==> src/rtl/cp0_regfile_pkg.sv <==
// Shared CP0 constants: register numbers, ExcCode values, Status/Cause bit positions.
// No logic, so no latency.
// No flow control.
package cp0_regfile_pkg;

    // CP0 register numbers (MTC0/MFC0 rd field)
    localparam logic [4:0] CP0_BADVADDR = 5'd8;
    localparam logic [4:0] CP0_COUNT    = 5'd9;
    localparam logic [4:0] CP0_COMPARE  = 5'd11;
    localparam logic [4:0] CP0_STATUS   = 5'd12;
    localparam logic [4:0] CP0_CAUSE    = 5'd13;
    localparam logic [4:0] CP0_EPC      = 5'd14;

    // ExcCode values
    typedef enum logic [4:0] {
        EXC_INT  = 5'h00,
        EXC_ADEL = 5'h04,
        EXC_ADES = 5'h05,
        EXC_SYS  = 5'h08,
        EXC_BP   = 5'h09,
        EXC_RI   = 5'h0a,
        EXC_OV   = 5'h0c
    } exc_code_e;

    // Status bit positions
    localparam int STATUS_IE    = 0;
    localparam int STATUS_EXL   = 1;
    localparam int STATUS_IM_LO = 8;
    localparam int STATUS_IM_HI = 15;
    localparam int STATUS_BEV   = 22;

    // Cause bit positions
    localparam int CAUSE_EXC_LO = 2;
    localparam int CAUSE_EXC_HI = 6;
    localparam int CAUSE_IP_LO  = 8;
    localparam int CAUSE_IP_HI  = 15;
    localparam int CAUSE_TI     = 30;
    localparam int CAUSE_BD     = 31;

    // Address-error exceptions are the only ones that capture BadVAddr.
    function automatic logic is_addr_exc(input logic [4:0] code);
        return (code == EXC_ADEL) || (code == EXC_ADES);
    endfunction

endpackage

==> src/rtl/cp0_timer.sv <==
// CP0 timer: clock divider, Count, Compare and the sticky timer-interrupt flag TI.
// Loads take effect at the next edge; TI sets the edge after Count == Compare is seen.
// No backpressure: load strobes are single-cycle commits and are always accepted.
//
// Ports: clk, reset (sync, active-low); count_we / compare_we load wdata into
// Count / Compare; count, compare, ti are the registered timer state.
module cp0_timer
    import cp0_regfile_pkg::*;
#(
    parameter int COUNT_DIV = 2
) (
    input  logic        clk,
    input  logic        reset,
    input  logic        count_we,
    input  logic        compare_we,
    input  logic [31:0] wdata,
    output logic [31:0] count,
    output logic [31:0] compare,
    output logic        ti
);

    // A divide-by-one still needs a 1-bit phase register; it simply stays 0.
    localparam int             DIV_W    = (COUNT_DIV > 1) ? $clog2(COUNT_DIV) : 1;
    localparam logic [DIV_W-1:0] DIV_LAST = DIV_W'(COUNT_DIV - 1);

    logic [DIV_W-1:0] div_q, div_d;
    logic [31:0]      count_q, count_d;
    logic [31:0]      compare_q, compare_d;
    logic             ti_q, ti_d;

    always_comb begin
        div_d     = div_q;
        count_d   = count_q;
        compare_d = compare_q;
        ti_d      = ti_q;

        // A software load restarts the divider so the first increment after
        // a write is a full COUNT_DIV period away.
        if (count_we) begin
            count_d = wdata;
            div_d   = '0;
        end else if (div_q == DIV_LAST) begin
            div_d   = '0;
            count_d = count_q + 32'd1;
        end else begin
            div_d   = div_q + DIV_W'(1);
        end

        // Writing Compare is the acknowledge for the timer interrupt, so it
        // beats a simultaneous match.
        if (compare_we) begin
            compare_d = wdata;
            ti_d      = 1'b0;
        end else if (count_q == compare_q) begin
            ti_d      = 1'b1;
        end
    end

    always_ff @(posedge clk) begin
        if (!reset) begin
            div_q     <= '0;
            count_q   <= '0;
            compare_q <= '0;
            ti_q      <= 1'b0;
        end else begin
            div_q     <= div_d;
            count_q   <= count_d;
            compare_q <= compare_d;
            ti_q      <= ti_d;
        end
    end

    assign count   = count_q;
    assign compare = compare_q;
    assign ti      = ti_q;

endmodule

==> src/rtl/cp0_regfile.sv <==
// CP0 register file: Status, Cause, EPC, Count, Compare, BadVAddr, exception/ERET entry and interrupt request.
// Writes land at the next edge; rdata/epc/status_exl/int_req are combinational from registers.
// No backpressure: ex > eret > mtc0_we in one cycle, a losing MTC0 is dropped.
//
// Ports: clk, reset (sync, active-low); raddr/rdata MFC0 read; mtc0_we/waddr/wdata
// MTC0 write; ex, ex_code, ex_bd, ex_pc, ex_badvaddr exception commit; eret ERET
// commit; hw_int level interrupts; int_req, epc, status_exl to the pipeline.
module cp0_regfile
    import cp0_regfile_pkg::*;
#(
    parameter int HW_INT_NUM = 6,
    parameter int COUNT_DIV  = 2
) (
    input  logic                  clk,
    input  logic                  reset,
    input  logic [4:0]            raddr,
    output logic [31:0]           rdata,
    input  logic                  mtc0_we,
    input  logic [4:0]            waddr,
    input  logic [31:0]           wdata,
    input  logic                  ex,
    input  logic [4:0]            ex_code,
    input  logic                  ex_bd,
    input  logic [31:0]           ex_pc,
    input  logic [31:0]           ex_badvaddr,
    input  logic                  eret,
    input  logic [HW_INT_NUM-1:0] hw_int,
    output logic                  int_req,
    output logic [31:0]           epc,
    output logic                  status_exl
);

    logic [7:0]            im_q, im_d;
    logic                  exl_q, exl_d;
    logic                  ie_q, ie_d;
    logic                  bd_q, bd_d;
    logic [4:0]            exccode_q, exccode_d;
    logic [1:0]            ip_sw_q, ip_sw_d;
    logic [HW_INT_NUM-1:0] hw_q, hw_d;
    logic [31:0]           epc_q, epc_d;
    logic [31:0]           badvaddr_q, badvaddr_d;

    logic                  sw_we;
    logic                  count_we;
    logic                  compare_we;
    logic [31:0]           count;
    logic [31:0]           compare;
    logic                  ti;
    logic [5:0]            hw_ext;
    logic [7:0]            ip;
    logic [31:0]           status_val;
    logic [31:0]           cause_val;

    // MTC0 only commits when neither an exception nor an ERET retires this cycle.
    assign sw_we      = mtc0_we & ~ex & ~eret;
    assign count_we   = sw_we & (waddr == CP0_COUNT);
    assign compare_we = sw_we & (waddr == CP0_COMPARE);

    cp0_timer #(
        .COUNT_DIV (COUNT_DIV)
    ) u_timer (
        .clk        (clk),
        .reset      (reset),
        .count_we   (count_we),
        .compare_we (compare_we),
        .wdata      (wdata),
        .count      (count),
        .compare    (compare),
        .ti         (ti)
    );

    // Unused interrupt lines zero-extend to 0. IP[7] is shared between the
    // sixth hardware line (when present) and the timer.
    assign hw_ext = 6'(hw_q);
    assign ip     = {hw_ext[5] | ti, hw_ext[4:0], ip_sw_q};

    always_comb begin
        im_d       = im_q;
        exl_d      = exl_q;
        ie_d       = ie_q;
        bd_d       = bd_q;
        exccode_d  = exccode_q;
        ip_sw_d    = ip_sw_q;
        epc_d      = epc_q;
        badvaddr_d = badvaddr_q;
        hw_d       = hw_int;

        if (ex) begin
            exccode_d = ex_code;
            exl_d     = 1'b1;
            // A nested exception must not clobber the return point of the
            // outer one.
            if (!exl_q) begin
                epc_d = ex_bd ? (ex_pc - 32'd4) : ex_pc;
                bd_d  = ex_bd;
            end
            if (is_addr_exc(ex_code)) begin
                badvaddr_d = ex_badvaddr;
            end
        end else if (eret) begin
            exl_d = 1'b0;
        end else if (mtc0_we) begin
            // Count and Compare writes are handled inside the timer.
            case (waddr)
                CP0_STATUS: begin
                    im_d  = wdata[STATUS_IM_HI:STATUS_IM_LO];
                    exl_d = wdata[STATUS_EXL];
                    ie_d  = wdata[STATUS_IE];
                end
                CP0_CAUSE:    ip_sw_d    = wdata[CAUSE_IP_LO+1:CAUSE_IP_LO];
                CP0_EPC:      epc_d      = wdata;
                CP0_BADVADDR: badvaddr_d = wdata;
                default: ;
            endcase
        end
    end

    always_ff @(posedge clk) begin
        if (!reset) begin
            im_q       <= '0;
            exl_q      <= 1'b0;
            ie_q       <= 1'b0;
            bd_q       <= 1'b0;
            exccode_q  <= '0;
            ip_sw_q    <= '0;
            hw_q       <= '0;
            epc_q      <= '0;
            badvaddr_q <= '0;
        end else begin
            im_q       <= im_d;
            exl_q      <= exl_d;
            ie_q       <= ie_d;
            bd_q       <= bd_d;
            exccode_q  <= exccode_d;
            ip_sw_q    <= ip_sw_d;
            hw_q       <= hw_d;
            epc_q      <= epc_d;
            badvaddr_q <= badvaddr_d;
        end
    end

    always_comb begin
        status_val                            = '0;
        status_val[STATUS_BEV]                = 1'b1;
        status_val[STATUS_IM_HI:STATUS_IM_LO] = im_q;
        status_val[STATUS_EXL]                = exl_q;
        status_val[STATUS_IE]                 = ie_q;

        cause_val                             = '0;
        cause_val[CAUSE_BD]                   = bd_q;
        cause_val[CAUSE_TI]                   = ti;
        cause_val[CAUSE_IP_HI:CAUSE_IP_LO]    = ip;
        cause_val[CAUSE_EXC_HI:CAUSE_EXC_LO]  = exccode_q;

        case (raddr)
            CP0_STATUS:   rdata = status_val;
            CP0_CAUSE:    rdata = cause_val;
            CP0_EPC:      rdata = epc_q;
            CP0_COUNT:    rdata = count;
            CP0_COMPARE:  rdata = compare;
            CP0_BADVADDR: rdata = badvaddr_q;
            default:      rdata = '0;
        endcase
    end

    assign int_req    = (|(ip & im_q)) & ie_q & ~exl_q;
    assign epc        = epc_q;
    assign status_exl = exl_q;

endmodule
==> config.mk <==
export PLATFORM = sky130hd
export DESIGN_NAME = cp0_regfile
export DESIGN_NICKNAME = d
export VERILOG_FILES = /design/src/rtl/cp0_regfile_pkg.sv /design/src/rtl/cp0_timer.sv /design/src/rtl/cp0_regfile.sv
export SDC_FILE = /design/constraint.sdc
export NUM_CORES = 1
export LEC_CHECK = 0
export CAP_MARGIN = 5
export CORE_MARGIN = 8
export CORE_UTILIZATION = 51
export CTS_BUF_LIST = sky130_fd_sc_hd__clkbuf_16
export CTS_CLUSTER_DIAMETER = 200
export DETAILED_ROUTE_END_ITERATION = 7
export GPL_ROUTABILITY_DRIVEN = 0
export PLACE_DENSITY_LB_ADDON = 0.05
export SYNTH_ARGS = -nofsm -noshare
export SYNTH_HDL_FRONTEND = slang
export SYNTH_SLANG_ARGS = --single-unit
==> constraint.sdc <==
create_clock -name clk -period 3.2 [get_ports clk]
set_input_delay 0.32 -clock clk [delete_from_list [all_inputs] [get_ports clk]]
set_output_delay 0.32 -clock clk [all_outputs]
set_load 0.05 [all_outputs]
==> results_dict.tcl <==
set metrics [dict create \
    hpwl_mm 21.9 \
    stdcell_count 1394 \
    avgSynthCellArea_um2 8.36 \
    max_freq_ghz 0.379 \
    grt_max_degree 95 \
    slew_headroom_pct 43.7 \
    critPathMaxFanout 22 \
    cts_made_buffers 17 \
    clk_pin_slew_ns 0.06 \
    path_class "in2out" \
    r2r_slack_ns 0.80 \
    num_vias 8578 \
    cts_root_buf "clkbuf_16" \
    fp.dieArea_um2 20900 \
    worst_ep_required_time_ns 2.88 \
    drive_gt1_share_pct 9.20 \
    synth_seq_cells 154 \
    holdPathStages 2 \
    io_pins 189 \
    clock_latency_ns 0.44 \
    wire_per_inst_um 21.7 \
    grt_antenna_before_repair 1 \
    arrival_ns 2.32 \
    io_buffers 188 \
    fin_crit_sh_pct 82.4 \
    crit_path_end_kind "output pin" \
    rsz0062_at_grt "no" \
    slew_viol_final 0 \
    cp-start-kind "primary input" \
    htreeDepth 4 \
    ys_types 51 \
    die-height_um 145 \
    synth_nets 1134 \
    layout.nets 1287 \
    min_path_type "in2reg" \
    clk_path_buf_depth 2 \
    syn_area_um2 8430 \
    yosysWarnings 0 \
    n_fill_cell 1366 \
    postSynth.asyncResetShare_pct 0 \
    reg2reg_depth 5 \
    cellLeakagePower_nw 4.06 \
    placed_cells 1363 \
    tightest_slew_ns 0.837 \
    num_antenna_cells 0 \
    std_cell_rows 47 \
    ir_drop_uv 431 \
    ant_nets 0 \
    setup_tns_ns 0 \
    grt_pass1_wl_mm 46.2 \
    start_util_pct 51.6 \
    regArea_um2 3080 \
    drt_first_iter_violations 830 \
    cts_sinks 154 \
    die_x_um 145 \
    syn_to_final_growth_pct 35.7 \
    setup_violations 0 \
    cts.repair.resized 0 \
    cts_tree "built" \
    synth_cells 1009 \
    grt_pass1_vias 8093 \
    grt-ovfl-total 0 \
    status "completed" \
    dr.pass1.iters 7 \
    route.detailed.drc 0 \
    synthFlopType "dfxtp_1" \
    hold_buffers 0 \
    finalHoldViolCount 0 \
    synth_edf_count 0 \
    grt_usage_pct 29.1 \
    multi_input_area_um2 5050 \
    drt-total-wl_mm 30.2 \
    yosysSeqAreaShare_pct 36.6 \
    viasPerCell 6.15 \
    power_density_nw_per_um2 409 \
    cts_setup_buffers 0 \
    min_period_ns 2.64 \
    drv_cap 0 \
    core_um2 16300 \
    fin_worst_skew_ns 0.00651 \
]
cells in the mapped netlist (24+ instances only):
library cell  count  area share, %
xor2_1           26            2.7
a211oi_1         54            4.8
a21oi_1          45            2.7
nand3_1          30            1.8
dfxtp_1         154             37
o21ai_0          38            2.3
a22oi_1          60            5.3
nand2_1          65            2.9
mux2i_1          84             10
clkbuf_1         77            3.4
nor2_1          122            5.4
nor4_1           24            1.8
xnor2_1          53            5.5
logic make-up (layout without fill, tap and decap cells):
family | Yosys count | after routing | synth area share, %
simple gates | 353 | 353 | 20.8
mux | 86 | 86 | 10.2
xor+xnor | 79 | 79 | 8.21
flops | 154 | 154 | 36.6
buf+inv | 91 | 256 | 4.13
fa+ha+maj | 2 | 2 | 0.297
compound gates | 244 | 244 | 19.8
state kept, by name, indices dropped and copies added, names as in the netlist:
name and cells:
hw_ext 6, im_q 8, u_timer.ti 1, ie_q 1, badvaddr_q 32, ip_sw_q 2
status_exl 1, u_timer.div_q 1, u_timer.count 32, epc 32, exccode_q 5, bd_q 1
u_timer.compare 32
cell usage in the layout, fill, tap and decap left out, types with 35 or more instances in the layout:
master and count:
clkdlybuf4s50_1 155, dfxtp_1 154, nor2_1 122, mux2i_1 84, nand2_1 65, a22oi_1 60, a211oi_1 54, xnor2_1 53
a21oi_1 44, o21ai_0 37, buf_12 35
metal layers:
| metal | vias to the layer above | wire length [µm] | GRT usage (%) |
|---|---|---|---|
| met5 | - | 13 | 0 |
| li1 | 4031 | - | - |
| met4 | 2 | 704 | 8.43 |
| met2 | 432 | 13400 | 44.4 |
| met3 | 50 | 3140 | 8.12 |
| met1 | 4063 | 12900 | 39.2 |
stage by stage:
step | setup slack, ns | total power [mW] | utilization (%) | hold slack [ns] | area [µm²]
floorplan | 0.528 | 2.42 | - | 0.437 | 8430
global route | 0.439 | 4.84 | 70.0 | 0.465 | 11400
detailed placement | 0.137 | 2.80 | 66.7 | 0.468 | 10900
finish | 0.563 | 4.68 | 70.0 | 0.467 | 11400
CTS | 0.579 | 4.67 | 70.0 | 0.469 | 11400
global placement | 0.164 | 2.80 | 66.7 | 0.463 | 10900
area by class of cell:
| type | count | area share, % |
|---|---|---|
| multi-input combinational | 764 | 44.2 |
| sequential | 154 | 26.9 |
| timing repair buffer | 217 | 21.5 |
| clock buffer | 17 | 3.72 |
| tap | 220 | 2.41 |
| clock inverter | 14 | 1.03 |
| inverter | 8 | 0.273 |
report_power, final:
group          internal [mW]  switching [mW]  leakage [nW]
Sequential              1.97          0.0761          1.25
Combinational          0.320           0.406          2.53
Clock                   1.12           0.790         0.281
worst max-delay path, stage by stage:
cell,delay (ns)
clkdlybuf4s50_1,0.63
nand2b_1,0.15
nor3_2,0.17
buf_4,0.30
buf_4,0.27
a22oi_1,0.13
nand3_1,0.18
buf_12,0.16
worst paths after layout:
| path | from | end |
|---|---|---|
| worst min-delay path | hw_int[0] | hw_ext[0]$_SDFF_PN0_ |
| worst min register to register | bd_q$_SDFFE_PN0P_ | bd_q$_SDFFE_PN0P_ |
| worst max-delay path | raddr[1] | rdata[11] |
| worst max register to register | status_exl$_SDFFE_PN0P_ | epc[12]$_SDFFE_PN0P_ |
No activity file was read; power rests on OpenSTA's default activity.
